--- src/rtl/mips_pkg.sv ---
// Shared MIPS core definitions: opcodes, fetch-stage state encoding and reset constants.
package mips_pkg;

    localparam logic [5:0] OP_J     = 6'h02;
    localparam logic [5:0] OP_JAL   = 6'h03;
    localparam logic [5:0] OP_BEQ   = 6'h04;
    localparam logic [5:0] OP_BNE   = 6'h05;
    localparam logic [5:0] OP_ADDI  = 6'h08;
    localparam logic [5:0] OP_ADDIU = 6'h09;
    localparam logic [5:0] OP_SLTI  = 6'h0A;
    localparam logic [5:0] OP_SLTIU = 6'h0B;
    localparam logic [5:0] OP_ANDI  = 6'h0C;
    localparam logic [5:0] OP_ORI   = 6'h0D;
    localparam logic [5:0] OP_XORI  = 6'h0E;
    localparam logic [5:0] OP_LUI   = 6'h0F;
    localparam logic [5:0] OP_LW    = 6'h23;
    localparam logic [5:0] OP_SW    = 6'h2B;

    typedef enum logic [1:0] {
        S_REQ  = 2'd0,
        S_WAIT = 2'd1,
        S_HOLD = 2'd2
    } fetch_state_e;

    localparam logic [31:0] INSTR_NOP        = 32'h0000_0000;
    localparam logic [31:0] RESET_PC_DEFAULT = 32'h0000_0000;

endpackage

--- src/rtl/instr_fetch_unit_if.sv ---
// IMEM request/response bus between the fetch stage (master) and instruction memory (slave).
interface instr_fetch_unit_if #(
    parameter int ADDR_W = 32
);
    logic              imem_req;
    logic [ADDR_W-1:0] imem_addr;
    logic              imem_gnt;
    logic              imem_rvalid;
    logic [31:0]       imem_rdata;

    modport master (
        output imem_req, imem_addr,
        input  imem_gnt, imem_rvalid, imem_rdata
    );

    modport slave (
        input  imem_req, imem_addr,
        output imem_gnt, imem_rvalid, imem_rdata
    );
endinterface

--- src/rtl/fetch_pc_reg.sv ---
// Program counter with +4 incrementer and redirect mux; IF_ALIGN_CHECK_EN rejects misaligned redirects.
import mips_pkg::*;

module fetch_pc_reg #(
    parameter int                ADDR_W   = 32,
    parameter logic [ADDR_W-1:0] RESET_PC = ADDR_W'(RESET_PC_DEFAULT)
) (
    input  logic              clk,
    input  logic              rst_n,
    input  logic              advance,
    input  logic              redirect_valid,
    input  logic [ADDR_W-1:0] redirect_pc,
    output logic [ADDR_W-1:0] pc,
    output logic [ADDR_W-1:0] pc4,
    output logic              redirect_take
`ifdef IF_ALIGN_CHECK_EN
    , output logic            misalign
`endif
);

    logic [ADDR_W-1:0] target;

    // NOTE: low address bits are cleared rather than trusted, so pc stays word aligned.
    assign target = redirect_pc & ~ADDR_W'(3);
    assign pc4    = pc + ADDR_W'(4);

`ifdef IF_ALIGN_CHECK_EN
    assign redirect_take = redirect_valid && (redirect_pc[1:0] == 2'b00);

    always_ff @(posedge clk) begin
        if (!rst_n) misalign <= 1'b0;
        else        misalign <= redirect_valid && (redirect_pc[1:0] != 2'b00);
    end
`else
    assign redirect_take = redirect_valid;
`endif

    // NOTE: reset is synchronous and sampled here; all state uses non-blocking assignments.
    always_ff @(posedge clk) begin
        if (!rst_n)             pc <= RESET_PC;
        else if (redirect_take) pc <= target;
        else if (advance)       pc <= pc4;
    end

endmodule

--- src/rtl/instr_fetch_unit.sv ---
// MIPS instruction-fetch stage: IMEM req/gnt/rvalid fetch, valid/ready hand-off to decode,
// redirect with in-flight discard. Optional IF_ALIGN_CHECK_EN adds the if_misalign output.
import mips_pkg::*;

module instr_fetch_unit #(
    parameter int                ADDR_W   = 32,
    parameter logic [ADDR_W-1:0] RESET_PC = ADDR_W'(RESET_PC_DEFAULT)
) (
    input  logic                      clk,
    input  logic                      rst_n,
    instr_fetch_unit_if.master        imem,
    output logic                      id_valid,
    input  logic                      id_ready,
    output logic [31:0]               id_instr,
    output logic [ADDR_W-1:0]         id_pc,
    output logic [ADDR_W-1:0]         id_pc4,
    output logic [5:0]                id_opcode,
    output logic [15:0]               id_imm16,
    input  logic                      redirect_valid,
    input  logic [ADDR_W-1:0]         redirect_pc
`ifdef IF_ALIGN_CHECK_EN
    , output logic                    if_misalign
`endif
);

    fetch_state_e      state;
    logic              drop;
    logic              redirect_take;
    logic              resp_ok;
    logic              advance;
    logic [ADDR_W-1:0] pc;
    logic [ADDR_W-1:0] pc4;

    // A response is kept only if nothing has invalidated it, including a redirect this very cycle.
    assign resp_ok = imem.imem_rvalid && !drop && !redirect_take;
    assign advance = (state == S_WAIT) && resp_ok;

    fetch_pc_reg #(
        .ADDR_W   (ADDR_W),
        .RESET_PC (RESET_PC)
    ) u_pc_reg (
        .clk            (clk),
        .rst_n          (rst_n),
        .advance        (advance),
        .redirect_valid (redirect_valid),
        .redirect_pc    (redirect_pc),
        .pc             (pc),
        .pc4            (pc4),
        .redirect_take  (redirect_take)
`ifdef IF_ALIGN_CHECK_EN
        , .misalign     (if_misalign)
`endif
    );

    assign imem.imem_req  = rst_n && (state == S_REQ);
    assign imem.imem_addr = pc;
    assign id_valid       = (state == S_HOLD);
    assign id_opcode      = id_instr[31:26];
    assign id_imm16       = id_instr[15:0];

    always_ff @(posedge clk) begin
        if (!rst_n) begin
            state    <= S_REQ;
            drop     <= 1'b0;
            id_instr <= INSTR_NOP;
            id_pc    <= '0;
            id_pc4   <= '0;
        end else begin
            unique case (state)
                S_REQ: begin
                    if (imem.imem_gnt) begin
                        state <= S_WAIT;
                        drop  <= redirect_take;
                    end
                end
                S_WAIT: begin
                    if (imem.imem_rvalid) begin
                        drop  <= 1'b0;
                        state <= resp_ok ? S_HOLD : S_REQ;
                        if (resp_ok) begin
                            id_instr <= imem.imem_rdata;
                            id_pc    <= pc;
                            id_pc4   <= pc4;
                        end
                    end else if (redirect_take) begin
                        drop <= 1'b1;
                    end
                end
                S_HOLD: begin
                    if (redirect_take || id_ready) state <= S_REQ;
                end
                default: state <= S_REQ;
            endcase
        end
    end

endmodule

--- src/flat_wrapper.sv ---
// flat-port wrapper written by rule: the top's interface ports become plain ports
module instr_fetch_unit_flat 
#(
    parameter int                ADDR_W   = 32,
    parameter logic [ADDR_W-1:0] RESET_PC = ADDR_W'(RESET_PC_DEFAULT)
)
  (clk, rst_n, id_valid, id_ready, id_instr, id_pc, id_pc4, id_opcode, id_imm16, redirect_valid, redirect_pc, imem_imem_req, imem_imem_addr, imem_imem_gnt, imem_imem_rvalid, imem_imem_rdata);
  instr_fetch_unit_if #(.ADDR_W(ADDR_W)) imem_i ();
  input  logic clk;
  input  logic rst_n;
  output logic id_valid;
  input  logic id_ready;
  output logic [31:0] id_instr;
  output logic [ADDR_W-1:0] id_pc;
  output logic [ADDR_W-1:0] id_pc4;
  output logic [5:0] id_opcode;
  output logic [15:0] id_imm16;
  input  logic redirect_valid;
  input  logic [ADDR_W-1:0] redirect_pc;
  output wire logic [$bits(imem_i.imem_req)-1:0] imem_imem_req;
  output wire logic [$bits(imem_i.imem_addr)-1:0] imem_imem_addr;
  input wire logic [$bits(imem_i.imem_gnt)-1:0] imem_imem_gnt;
  input wire logic [$bits(imem_i.imem_rvalid)-1:0] imem_imem_rvalid;
  input wire logic [$bits(imem_i.imem_rdata)-1:0] imem_imem_rdata;
  assign imem_imem_req = imem_i.imem_req;
  assign imem_imem_addr = imem_i.imem_addr;
  assign imem_i.imem_gnt = imem_imem_gnt;
  assign imem_i.imem_rvalid = imem_imem_rvalid;
  assign imem_i.imem_rdata = imem_imem_rdata;
  instr_fetch_unit #(.ADDR_W(ADDR_W), .RESET_PC(RESET_PC)) u_core (.clk(clk), .rst_n(rst_n), .imem(imem_i), .id_valid(id_valid), .id_ready(id_ready), .id_instr(id_instr), .id_pc(id_pc), .id_pc4(id_pc4), .id_opcode(id_opcode), .id_imm16(id_imm16), .redirect_valid(redirect_valid), .redirect_pc(redirect_pc));
endmodule
--- config.mk ---
export PLATFORM = sky130hd
export DESIGN_NAME = instr_fetch_unit_flat
export DESIGN_NICKNAME = d
export VERILOG_FILES = /design/src/rtl/mips_pkg.sv /design/src/rtl/instr_fetch_unit_if.sv /design/src/rtl/fetch_pc_reg.sv /design/src/rtl/instr_fetch_unit.sv /design/src/flat_wrapper.sv
export SDC_FILE = /design/constraint.sdc
export NUM_CORES = 1
export LEC_CHECK = 0
export ABC_CLOCK_PERIOD_IN_PS = 2000
export BUFFER_PORTS_ARGS = -buffer_cell sky130_fd_sc_hd__buf_2
export CAP_MARGIN = 20
export CORE_MARGIN = 5
export CORE_UTILIZATION = 45
export DETAILED_ROUTE_END_ITERATION = 10
export GPL_ROUTABILITY_DRIVEN = 0
export PLACE_DENSITY = 0.77
export SLEW_MARGIN = 20
export SYNTH_ARGS = -nofsm -noshare
export SYNTH_HDL_FRONTEND = slang
export SYNTH_SLANG_ARGS = --single-unit
--- constraint.sdc ---
create_clock -name clk -period 2 [get_ports clk]
set_clock_uncertainty 0.15 [all_clocks]
set_input_delay 0.1 -clock clk [delete_from_list [all_inputs] [get_ports clk]]
set_output_delay 0.1 -clock clk [all_outputs]
set_load 0.01 [all_outputs]
**Word level (Yosys, flattened, before mapping)**

Index checks and enable logic that the tools add are counted.

- Add/sub/neg operators: 1
- Equal/unequal tests: 6
- Muxes and demuxes: 11
- Bitwise operators: 1
- Reduce and logical (&&, ||, !) cells: 14

Operators with widths:

| operator | count |
|---|---|
| 32-bit two-way mux | 2 |
| 32-bit by 3-bit adder with 32-bit output, second input constant | 1 |
| 3-bit AND reduction | 3 |
| 2-bit two-way mux | 4 |
| 2-bit case mux with 3 select lines | 1 |
| 1-bit logical AND | 4 |
| 2-bit != test, second input constant | 2 |
| 2-bit nonzero test | 2 |
| 1-bit two-way mux | 3 |
| 3-bit != test, second input constant | 1 |
| 2-bit by 1-bit == test with 1-bit output, second input constant | 1 |
| 2-bit == test, second input constant | 1 |
| 1-bit logical NOT | 2 |
| 2-bit logical NOT | 1 |
| 2-bit by 1-bit != test with 1-bit output, second input constant | 1 |
| 1-bit case mux with 2 select lines | 1 |
| 2-bit OR reduction | 1 |
| 1-bit logical OR | 1 |
| 1-bit NOT | 1 |

- Bits in registers: 131
- Input port bits: 70
- Output and inout port bits: 152
- Logic and storage cells: 40

**Depth between registers and ports, before layout**

Gate-level depths: netlist (run 1).

- Depth in word-level cells: 6
- Depth in mapped cells: 7
- Mapped depth without buffers: 5

**Modules after synthesis**

A second synthesis (run 1) with hierarchy kept.

- Cells, all modules: 794
- Area, all modules: 6542.5 um^2

By module, submodules not included:

| module | times used | cells an instance | area each (um^2) | sequential area each (um^2) |
|---|---|---|---|---|
| instr_fetch_unit | 1 | 481 | 4231.6 | 1981.9 |
| fetch_pc_reg | 1 | 313 | 2311.0 | 600.6 |

**Worst setup path before layout (run 1)**

Ideal clock, no wire load.

- Kind: register to register
- From: register u_core.u_pc_reg.pc[2]
- To: register u_core.u_pc_reg.pc[18]
- Setup time: 0.120 ns
- Arrival: 1.915 ns
- Required time: 1.730 ns
- Path slack: -0.185 ns
- Cell stages (with the launch flop): 8
- Buffers on the path: 2
- Period minus slack after synthesis: 2.185 ns
- Cell sequence: dfxtp_1 -> ha_1 -> and4_1 -> buf_2 -> nand4_1 -> buf_2 -> o2111a_1 -> a211o_1

- Longest elaborated chain between the ends: 3

Ends and longest elaborated chain:

| what | line | text |
|---|---|---|
| start, declared | fetch_pc_reg.sv:13 | `output logic [ADDR_W-1:0] pc,` |
| start signal, assigned | fetch_pc_reg.sv:41 | `else if (redirect_take) pc <= target;` |
| start signal, assigned | fetch_pc_reg.sv:42 | `else if (advance) pc <= pc4;` |
| 32-bit by 3-bit adder with 32-bit output | fetch_pc_reg.sv:25 | `assign pc4 = pc + ADDR_W'(4);` |
| 32-bit two-way mux | fetch_pc_reg.sv:42 |  |
| 32-bit two-way mux | fetch_pc_reg.sv:41 |  |

No other way between the ends. The select of a mux whose other input is x is not followed.
A chain may end at the register's enable or synchronous reset.

**Final worst setup path (run 1)**

- From: register u_core.u_pc_reg.pc[2]
- To: register u_core.u_pc_reg.pc[25]

Same word-level chain as after synthesis.

==> metrics list, run 1 <==
* Starting utilization of the core area: 45.4%
- Fraction of synthesis flops using an asynchronous set or reset pin: 0%
- In the synthesized netlist the dominant register cell turns out to be sky130_fd_sc_hd__dfxtp_1.
* Sequence of cells on the critical path: nand2_1, or4_4, o311a_1, or3_1
- The repair_antennas step left the layout with diodes totalling 0.
- Number of rows created at floorplan: 42
* Max-cap viol count: 0
- Maximum clock frequency: 0.512 GHz
- After synthesis, the mean cell area works out to roughly 7.8 um^2.
- Clock latency on the worst-skew pair, taken at its later pin, is 420 ps.
* CTS Root Cell: sky130_fd_sc_hd__clkbuf_16
* Number of buffer cells added on primary ports: 213
* Horizontal extent of the die: about 120 um
* Mean routed wirelength per cell: around 17 um
- Least-Margin Pin Slew: 494 ps
- Setup repair after global routing could not meet its margin everywhere.
* Count of vias placed by the detailed router: approximately 6,700
- The worst hold path was traced through 4 stages.
- Remaining antenna violation count: 0
- For this run, the slowest stage of the critical path takes 590 ps.
- Number of antenna violations at the first check in global routing: 0
* Worst-path cell with the longest stage delay: sky130_fd_sc_hd__or4_4
- The biggest area contributor in the post-synthesis netlist is sky130_fd_sc_hd__dfxtp_1.
- Area growth syn-to-layout: 47.5%
- After legalization and detailed placement, the total HPWL measured 14,100 um.
- Total die area: ~16,000 um^2
- During synthesis, Yosys emitted a total of 0 warnings.
- Summed over all cells, the static leakage comes to between 3 and 4 nW.
* Arrival time of data at the critical path endpoint: roughly 2100 ps
- The count of pins over their slew limit is 0.
- Setup violators final: 0
* Number of H-tree levels: 4
- Measured along the y axis, the die boundary spans between 100 and 150 um.
- The checks that failed: design-rule violations.
- The commonest cells after synthesis are sky130_fd_sc_hd__nand2_1 (162), sky130_fd_sc_hd__dfxtp_1 (125), sky130_fd_sc_hd__a21oi_1 (89).
* Largest fanout on the critical path: 6
- The final-report hold violation count is 0.
- Share of post-route cells with drive strength above 1: approximately 34%
- Total detailed-routing wirelength: roughly 21,000 um
* Maximum buffer depth of the clock tree: 2
- The flow ran to the end, but the final reports show violations.
* Summed negative setup slack over all endpoints: 0 ps
- Dominant cell by count in the synthesized netlist: sky130_fd_sc_hd__nand2_1
- The synthesized design contains 0 enable-type register cells.
* Placeable Area: 13,100 um^2
- Synth unique cells: 56
* Max IR drop VDD: 505 uV
- Headroom to the max-slew limit came out at 66.8%.
- In this run the power density over the cells is 743 nW/um^2.
- TritonCTS built the clock tree.
* CP Data Required Time: 2150 ps
- On the final layout, the worst hold slack is 141 ps.
- Num ports: ~220
- For this block, the initial DRC count from the detailed router was 482.
- Yosys top cell area share: 42.1%
- Ranking of synthesized cells by area: sky130_fd_sc_hd__dfxtp_1 (42%), sky130_fd_sc_hd__nand2_1 (10%), sky130_fd_sc_hd__a21oi_1 (7.5%), sky130_fd_sc_hd__buf_4 (3.8%), sky130_fd_sc_hd__clkbuf_1 (3.0%)
- The critical path runs through a total of 4 cells.
- DRC viols: 1
* Total routing usage reported by global routing: 25.8%
- Type of element capturing the critical path: register
- The kind of cell with the highest combined delay along the critical path is simple AND/OR/NAND/NOR gates.
* Vias per std cell: about 5.4
- Final Cycle Share: 97.7%
* Count of buffer and inverter cells on the critical path: 0
- Number of cell instances on the worst register-to-register path: 4
- For this run, the share of the core covered by cells in the final layout is 67.0%.
- Entering global routing, the biggest net connects 54 pins.
- After clock tree synthesis, the clock-pin slew on the worst setup and hold paths is 60 ps.
- After the last flow step, the layout net total stands at 1,114.
* Synthesized instance count: 759
- Before antenna repair, the detailed router went through 8 iterations.
- The worst hold path belongs to the class in -> reg.
* Critical Path Start Type: register
- The mapped netlist covers 5940 um^2.
- The first global-routing pass estimated approximately 33,000 um of wire.
- Buffers inserted during clock tree synthesis total 17.
* Global route total overflow: 0
* Via count of the first global-routing pass: 6,384
* CTS Sinks: 125
- CP Class: reg -> reg
- Synthesis inferred approximately 130 register bits.
* Clock period minus worst slack: 1950 ps
* Proportion of synthesized chip area in sequential cells: between 40% and 50%
## final cells by class
type                            count  area [um^2]
Fill cell                        1064         4320
Multi-Input combinational cell    529         2980
Sequential cell                   125         2520
Timing Repair Buffer              358         2400
Clock buffer                       17          425
Tap cell                          176          220
Clock inverter                     15          174
Inverter                           12         46.3
## per-layer routing
layer | routed length (um) | share of wire (%) | GRT usage [%] | up-vias
met4 | 386 | 1.9 | 9.12 | 0
met1 | 8810 | 42 | 32.6 | 3089
li1 | - | - | - | 3234
met3 | 1720 | 8.3 | 7.80 | 32
met2 | 9880 | 48 | 42.0 | 332
met5 | 0 | 0 | 0 | -
## sequential cells by signal, summed over array words and instances (netlist names)
name / count
u_core.drop: 1
u_core.id_instr: 32
u_core.id_pc: 30
u_core.id_pc4: 30
u_core.state: 2
u_core.u_pc_reg.pc: 30
## final timing paths
check,end,from,slack [ps]
worst max-delay path,u_core.u_pc_reg.pc[25]$_SDFFE_PN0P_,u_core.u_pc_reg.pc[2]$_SDFFE_PN0P_,50
worst min-delay path,u_core.u_pc_reg.pc[3]$_SDFFE_PN0P_,redirect_valid,140
worst max register to register,u_core.u_pc_reg.pc[25]$_SDFFE_PN0P_,u_core.u_pc_reg.pc[2]$_SDFFE_PN0P_,50
worst min register to register,u_core.id_pc[25]$_SDFFE_PN0P_,u_core.id_pc[25]$_SDFFE_PN0P_,300
## tightest hold or removal path, cell delays in order
cell	delay (ps)
sky130_fd_sc_hd__buf_2	130
sky130_fd_sc_hd__buf_4	250
sky130_fd_sc_hd__nand2_1	100
sky130_fd_sc_hd__a31oi_1	70
## cell families (layout without fill, tap and decap cells)
| family | Yosys count | in the layout | synth area share, % |
|---|---|---|---|
| AO/OA/AOI/OAI | 205 | 205 | 21.5 |
| XOR/XNOR | 11 | 11 | 1.62 |
| adder cells (fa/ha/maj) | 1 | 1 | 0.211 |
| buffers and inverters | 110 | 402 | 9.33 |
| flip-flops | 125 | 125 | 42.1 |
| multiplexers | 1 | 1 | 0.168 |
| other | 1 | 6 | 0.0631 |
| AND/OR/NAND/NOR | 305 | 305 | 25.0 |
## placed cells by master (no fill, tap or decap), types with 8 or more instances in the layout
master                          netlist  final
sky130_fd_sc_hd__dlygate4sd3_1        0     67
sky130_fd_sc_hd__nor4_1              14     13
sky130_fd_sc_hd__dfxtp_2              0      9
sky130_fd_sc_hd__a21oi_1             89     89
sky130_fd_sc_hd__clkbuf_16            0     17
sky130_fd_sc_hd__nor2_1              16     15
sky130_fd_sc_hd__a211o_1             12     12
sky130_fd_sc_hd__inv_1               12     11
sky130_fd_sc_hd__buf_2               17    213
sky130_fd_sc_hd__nand2_1            162    161
sky130_fd_sc_hd__nor2b_1              9      9
sky130_fd_sc_hd__nor3_1              14     14
sky130_fd_sc_hd__buf_4               30     72
sky130_fd_sc_hd__dfxtp_1            125    114
sky130_fd_sc_hd__o211ai_1             8      8
sky130_fd_sc_hd__nand3_1             23     21
sky130_fd_sc_hd__nand2b_1             8      8
sky130_fd_sc_hd__nand4_1             12     12
sky130_fd_sc_hd__a31oi_1              9      9
sky130_fd_sc_hd__o21ai_0             35     35
sky130_fd_sc_hd__and4_1              12     10
sky130_fd_sc_hd__a211oi_1            17     16
sky130_fd_sc_hd__xor2_1               8      8
## power by group
part	switching, mW	total (mW)	internal (mW)
registers	0.0608	2.63	2.57
logic	0.405	0.762	0.357
clock network	1.17	3.12	1.95
total	1.63	6.51	4.88
## through the flow
step	instances	area [um^2]	power, mW	setup slack [ps]
2_1_floorplan	764	6030	3.03	-29.2
3_3_place_gp	1132	7450	3.31	46.4
3_5_place_dp	1132	7450	3.32	18.7
4_1_cts	1231	8720	6.53	10.0
5_1_grt	1232	8760	6.75	-5.75
6_report	1232	8760	6.51	45.4
## repair_timing
item,in CTS,in global routing
endpoints found under the setup margin,0,16
setup buffers,0,1
endpoints found under the hold margin,69,0
hold buffers,67,0
resized for setup,0,12
Power figures use the tool's default switching activity.
==> run 2, diff against run 1 <==
--- a/config.mk
+++ b/config.mk
@@ -12,7 +12,9 @@
 export CORE_UTILIZATION = 45
 export DETAILED_ROUTE_END_ITERATION = 10
 export GPL_ROUTABILITY_DRIVEN = 0
+export HOLD_SLACK_MARGIN = 0.06
 export PLACE_DENSITY = 0.77
+export RECOVER_POWER = 25
 export SLEW_MARGIN = 20
 export SYNTH_ARGS = -nofsm -noshare
 export SYNTH_HDL_FRONTEND = slang
==> constraint.sdc (replaced) <==
create_clock -name clk -period 2 [get_ports clk]
set_clock_uncertainty 0.15 [all_clocks]
set_input_delay 0.1 -clock clk [delete_from_list [all_inputs] [get_ports clk]]
set_output_delay 0.1 -clock clk [all_outputs]
set_load 0.1 [all_outputs]
==> metrics list, run 2 (synthesis gave the netlist of run 1 again) <==
- Result of the run: finished clean
- The net load switching power came to 2.13 mW (+30%).
- Total routing usage reported by global routing: 25.0% (-0.75 points)
* Sequence of cells on the critical path: nand4_4, or4_4, o311a_1, or3_1
- DRC viols: 0 (-1)
* Iteration count of the initial detailed-routing pass: 6 (-2)
- Part of the power in the clock network: 43.9% (-4.0 points)
- The worst ir drop on vdd is 692 uV (+37%).
- The H-tree depth was 4 (unchanged).
* Final HPWL from detailed placement: 13,400 um (-4.7%)
- Number of buffer cells added on primary ports: 213 (unchanged)
- The worst setup path is launched from a register.
- Crit path max-delay family: simple AND/OR/NAND/NOR gates
- Horizontal extent of the die: 125 um (unchanged)
- Worst relative slew slack: 61.7% (-5.1 points)
- Largest fanout on the critical path: 6 (unchanged)
- The part of the power in registers is 37.5% (-2.9 points).
- Die height: 125 um (unchanged)
* Count of buffer and inverter cells on the critical path: 0 (unchanged)
- Total die area: 15,600 um^2 (unchanged)
- Internal portion of total power: 4.92 mW (+0.94%)
* Most frequent standard cell in the layout excluding fill and tap cells: sky130_fd_sc_hd__nand2_1
- Count of vias placed by the detailed router: 6,593 (-1.4%)
- Multi-input logic area: 2980 um^2 (+0.13%)
- The CTS sink count was 125 (unchanged).
- Max Slew Vio Count: 0 (unchanged)
- Via count of the first global-routing pass: 6,326 (-0.91%)
- Worst-path cell with the longest stage delay: sky130_fd_sc_hd__or4_4
* Num ports: 222 (unchanged)
* Final total power: 7.05 mW (+8.3%)
- CTS Root Cell: sky130_fd_sc_hd__clkbuf_16
* Type of the tightest min-delay check: in -> reg
* Maximum clock frequency: 0.508 GHz (-0.66%)
- The core footprint came to 13,100 um^2 (unchanged).
- Detailed Route Iter0 Violations: 549 (+14%)
- Remaining antenna violation count: 0 (unchanged)
* Maximum number of pins on one net before global-route repair: 45 (-17%)
- The library cells used most frequently in the layout, excluding fill and tap cells, are sky130_fd_sc_hd__nand2_1 (160), sky130_fd_sc_hd__buf_2 (144), sky130_fd_sc_hd__dfxtp_1 (98).
- The transition time of the tightest slew-check pin came to 576 ps (+82.8 ps).
- Max-cap viol count: 0 (unchanged)
- The flip-flop count of the largest register, all copies and words added came to 32 (unchanged).
- Area growth syn-to-layout: 46.3%
- Levels on crit path: 4 (unchanged)
- The final count of negative-setup-slack endpoints is 0 (unchanged).
* Finished Layout Cells: 1,208 (-1.9%)
* Reg with most FFs: u_core.id_instr
- The number of buffers on the longest clock path came to 2 (unchanged).
- The worst setup path is of the reg -> reg kind.
- Number of buffers added for setup after CTS: 0 (unchanged)
- Wire length of the first global-routing pass: 32,300 um (-2.6%)
- The clock transition at the registers of the reported paths came to 60 ps (about the same).
- Final Cycle Share: 98.4% (+0.64 points)
- The data required time at the worst endpoint was 2150 ps (about the same).
- The number of nets in the layout was 1,091 (-2.1%).
- Number of antenna violations at the first check in global routing: 0 (unchanged)
* Slowest stage delay, CP: 610 ps (+20 ps)
- RSZ-0062 raised after global routing: yes
* Reg area: 2590 um^2 (+2.9%)
- The diode insertion count for antenna repair came to 0 (unchanged).
- The clock insertion delay at the later pin of the skew report was 420 ps (about the same).
- Clock period minus worst slack: 1970 ps (+12.9 ps)
- The worst setup path is captured at a register.
- Share of post-route cells with drive strength above 1: 33.1% (-0.38 points)
* Fin. Hold Viols: 0 (unchanged)
- Fraction of power consumed by combinational cells: 18.6% (+6.9 points)
* Arrival time of data at the critical path endpoint: 2120 ps (about the same)
* Mean routed wirelength per cell: 16.6 um (-1.4%)
- Number of fill cells: 1,102 (+3.6%)
* Count of placed standard cells including taps: 1,110 (-1.9%)
- Starting utilization of the core area: 45.4% (unchanged)
- The cell area power density was 811 nW/um^2 (+9.2%).
- The instance count along the most critical hold path was 5 (+1).
- Leakage: 3.74 nW (-3.8%)
- TritonCTS Buffers: 17 (unchanged)
- Vias per std cell: 5.46 (+0.55%)
- The net switching fraction of the power was 30.2% (+5.1 points).
- Global route total overflow: 0 (unchanged)
- The number of standard-cell rows in the floorplan was 42 (unchanged).
- Number of cell instances on the worst register-to-register path: 4 (unchanged)
- The total wirelength of the detailed-routed design was 20,100 um (-3.3%).
- TritonCTS built the clock tree.
## run 2: final timing paths
kind	slack (ps)	start	to
max	30	u_core.u_pc_reg.pc[15]$_SDFFE_PN0P_	u_core.u_pc_reg.pc[25]$_SDFFE_PN0P_
min	110	redirect_valid	u_core.u_pc_reg.pc[28]$_SDFFE_PN0P_
max reg2reg	30	u_core.u_pc_reg.pc[15]$_SDFFE_PN0P_	u_core.u_pc_reg.pc[25]$_SDFFE_PN0P_
min reg2reg	300	u_core.id_pc[13]$_SDFFE_PN0P_	u_core.id_pc[13]$_SDFFE_PN0P_
## run 2: timing repair
item,CTS,global route
hold endpoints to repair,73,0
endpoints found under the setup margin,0,4
hold buffers,67,0
gates resized for setup,0,4
## run 2: worst min-delay path, cell delays in order
cell and delay (ps):
sky130_fd_sc_hd__buf_2 110, sky130_fd_sc_hd__buf_4 160, sky130_fd_sc_hd__nand2_1 60, sky130_fd_sc_hd__a21oi_1 120, sky130_fd_sc_hd__a211o_1 110
## run 2: stage by stage
step / setup TNS (ps) / hold slack, ps / util (%) / setup slack [ps] / area (um^2)
detailed placement: 0 / 196 / 56.6 / 38.1 / 7410
global placement: 0 / 191 / 56.6 / 25.7 / 7410
finish: 0 / 109 / 66.4 / 32.5 / 8690
global route: -9.58 / 126 / 66.4 / -9.58 / 8690
CTS: 0 / 95.2 / 66.3 / 26.4 / 8680
floorplan: -1830 / 86.0 / - / -265 / 6160
## run 2: power by group through the flow
stage	clock network (mW)	registers (mW)	logic (mW)
floorplan	0	3.19	0.435
global placement	0	2.69	1.19
detailed placement	0	2.69	1.20
CTS	3.14	2.64	1.30
global route	3.23	2.66	1.37
finish	3.09	2.65	1.31
## run 2: final cells by class
type,instances,area share (%)
Multi-Input combinational cell,529,34.3
Sequential cell,125,29.8
Timing Repair Buffer,335,25.9
Clock buffer,25,5.94
Tap cell,176,2.53
Clock inverter,6,0.921
Inverter,12,0.518
## run 2: metal layers
metal / up-vias / part of all wire (%) / GRT usage [%] / routed length [um]
met4: 0 / 2.4 / 9.82 / 488
met5: - / 0 / 0 / 0
met1: 3103 / 39 / 28.9 / 7830
met3: 40 / 8.2 / 6.56 / 1640
li1: 3175 / - / - / -
met2: 275 / 50 / 44.3 / 10100
==> run 3, diff against run 2 <==
--- a/config.mk
+++ b/config.mk
@@ -8,6 +8,7 @@
 export ABC_CLOCK_PERIOD_IN_PS = 2000
 export BUFFER_PORTS_ARGS = -buffer_cell sky130_fd_sc_hd__buf_2
 export CAP_MARGIN = 20
+export CORE_ASPECT_RATIO = 0.6
 export CORE_MARGIN = 5
 export CORE_UTILIZATION = 45
 export DETAILED_ROUTE_END_ITERATION = 10
==> metrics list, run 3 (synthesis gave the netlist of run 1 again) <==
- Type of element capturing the critical path: register
* Max IR drop VDD: 622 uV (-10%)
- The HPWL after detailed placement came to 13,900 um (+3.8%).
- Worst r2r dst: u_core.u_pc_reg.pc[25]$_SDFFE_PN0P_
- The share of the cycle needed by the critical path after routing is 101% (+3.1 points).
* Wire length of the first global-routing pass: 33,100 um (+2.5%)
* Layout Cell Area excl Fill: 8700 um^2 (about the same)
- Minimum setup slack in the final design: -29.3 ps (-61.7 ps)
- Result of the run: finished, violations left
- Setup slack at placement: -28.7 ps (-66.8 ps)
- The relative slew slack is 61.2% (-0.53 points).
- Max-cap viol count: 0 (unchanged)
* Placeable Area: 12,900 um^2 (-1.5%)
- The filler cell count in the final layout was 1,085 (-1.5%).
* Total number of nets in the final design: 1,094 (+0.27%)
* Global route total overflow: 0 (unchanged)
- The ratio of routed vias to standard cells was 5.48 (+0.32%).
* Instance area at placement: 7390 um^2 (-0.25%)
- The data arrival time of the critical path was 2170 ps (+50 ps).
- Iteration count of the initial detailed-routing pass: 5 (-1)
- The static leakage is 3.74 nW (about the same).
- Total die area: 15,700 um^2 (+0.49%)
- Number of H-tree levels: 4 (unchanged)
- The number of port buffers was 213 (unchanged).
* Starting utilization of the core area: 46.1% (+0.68 points)
* Clock period minus worst slack: 2030 ps (+61.7 ps)
- Num ports: 222 (unchanged)
* Detailed Route Iter0 Violations: 601 (+9.5%)
- The register-to-register path setup slack was -30 ps (-60 ps).
- Max reg flops: 32 (unchanged)
- Area growth syn-to-layout: 46.4% (about the same)
- The clock insertion delay at the later pin of the skew report is 410 ps (about the same).
- TritonCTS Buffers: 17 (unchanged)
- Reg clk slew, reported paths: 60 ps (about the same)
* Maximum buffer depth of the clock tree: 2 (unchanged)
- Most frequent cells in the layout: sky130_fd_sc_hd__nand2_1 (161), sky130_fd_sc_hd__buf_2 (146), sky130_fd_sc_hd__dfxtp_1 (98)
- Worst-path cell with the longest stage delay: sky130_fd_sc_hd__or4_4
- The register with the most flip-flops in the final layout is u_core.id_instr.
- Number of antenna violations at the first check in global routing: 0 (unchanged)
* Fin. Hold Viols: 0 (unchanged)
- The number of global-route vias before repair is 6,249 (-1.2%).
- Setup violators final: 2 (+2)
- Maximum number of pins on one net before global-route repair: 58 (+29%)
- Mean routed wirelength per cell: 17.5 um (+5.2%)
- The cell area power density is 810 nW/um^2 (-0.22%).
- Setup repair after global routing could not meet its margin everywhere.
- DRC viols: 0 (unchanged)
- The remaining number of nets flagged by the antenna check after routing came to 0 (unchanged).
- ANT cells: 0 (unchanged)
* CP Data Required Time: 2140 ps (about the same)
- The share of layout cells above drive strength 1 is 33.4% (+0.26 points).
* Largest fanout on the critical path: 4 (-2)
- The total wirelength of the detailed-routed design was 21,100 um (+5.0%).
- TritonCTS built the clock tree.
- The width of the die is 158 um (+27%).
- The worst register-to-register path begins at u_core.u_pc_reg.pc[9]$_SDFFE_PN0P_.
- Count of vias placed by the detailed router: 6,603 (+0.15%)
* Critical path destination: u_core.u_pc_reg.pc[25]$_SDFFE_PN0P_
- Type of the tightest min-delay check: reg -> reg
- Maximum clock frequency: 0.493 GHz (-3.0%)
* CTS Sinks: 125 (unchanged)
- Total routing usage reported by global routing: 26.1% (+1.1 points)
- The critical path starts at u_core.u_pc_reg.pc[9]$_SDFFE_PN0P_.
- In this run the clock root is driven by a sky130_fd_sc_hd__clkbuf_16.
- The logic depth of the worst register-to-register path was 4 (unchanged).
- Leaving out fill and tap cells, the most frequent cell in the layout is sky130_fd_sc_hd__nand2_1.
- The checks that failed: negative setup slack.
* Sequence of cells on the critical path: nand4_1, or4_4, o311a_1, or3_1
- The biggest cell delay along the critical path was 600 ps (about the same).
- The worst setup path is launched from a register.
- The die height is 99.0 um (-21%).
- The transition time of the tightest slew-check pin came to 584 ps (+8.03 ps).
- The worst setup path is of the reg -> reg kind.
- Number of rows created at floorplan: 32 (-24%)
* Max Slew Vio Count: 0 (unchanged)
run 3: changes by cell type in the layout (fill, tap and decap cells not counted), sizes merged:
cell         before  now
dlygate4sd3      67   69
clkinv            4    6
clkbuf           92   84
buf             201  204
clkinvlp          0    4
inv              12   13
run 3: report_power, final:
part / leakage, nW / internal [mW] / total, mW / switching [mW]
logic: 2.43 / 0.340 / 1.33 / 0.987
clock network: 0.280 / 1.90 / 3.07 / 1.17
registers: 1.03 / 2.56 / 2.64 / 0.0832
total: 3.74 / 4.80 / 7.04 / 2.24
run 3: what timing repair did:
| item | in CTS | in global routing |
|---|---|---|
| endpoints found under the hold margin | 69 | 0 |
| hold buffers | 69 | 0 |
| setup buffers | 1 | 0 |
| gates resized for setup | 2 | 5 |
| endpoints found under the setup margin | 5 | 19 |
| pin swaps | 2 | 1 |
run 3: worst min path at each step:
stage                                  start                          endpoint  slack [ps]  cells past startpoint
3_5_place_dp             imem_imem_rdata[10]  u_core.id_instr[10]$_SDFFE_PN0P_         200                      3
3_3_place_gp              imem_imem_rdata[0]   u_core.id_instr[0]$_SDFFE_PN0P_         190                      3
4_1_cts        u_core.id_pc[18]$_SDFFE_PN0P_     u_core.id_pc[18]$_SDFFE_PN0P_         300                      2
6_report       u_core.id_pc[23]$_SDFFE_PN0P_     u_core.id_pc[23]$_SDFFE_PN0P_         310                      2
2_1_floorplan             imem_imem_rdata[0]   u_core.id_instr[0]$_SDFFE_PN0P_          90                      2
5_1_grt         u_core.id_pc[9]$_SDFFE_PN0P_      u_core.id_pc[9]$_SDFFE_PN0P_         320                      2
run 3: cell type report:
cell class,instances,area [um^2],share of cell area [%]
inverters,12,46.3,0.532
clock buffers,19,453,5.21
repair buffers,338,2280,26.2
multi-input cells,529,2970,34.2
well taps,170,213,2.45
clock inverters,13,140,1.61
flip-flops and latches,125,2590,29.8
run 3: worst max-delay path, delay by kind of cell, from the launching register on:
family / cells / cell delay, ps
AOI/OAI and AO/OA: 1 / 310
and+or+nand+nor: 3 / 1100
DFF: 1 / 340
run 3: per-stage QoR:
step	TNS, ps	power [mW]	utilization (%)	hold slack (ps)	instances
after global placement	-8.94	3.89	57.3	190	1104
final	-58.0	7.04	67.5	305	1206
after CTS	-7.31	7.07	67.4	303	1206
after floorplan	-1830	3.63	-	86.0	764
after global routing	-293	7.27	67.5	322	1206
after detailed placement	-33.9	3.90	57.3	197	1104
run 3: routing by layer:
metal	share of wire (%)	GRT usage, %
met2	44	39.4
met4	1.6	7.47
met3	10	7.11
met1	44	36.6
met5	0	0
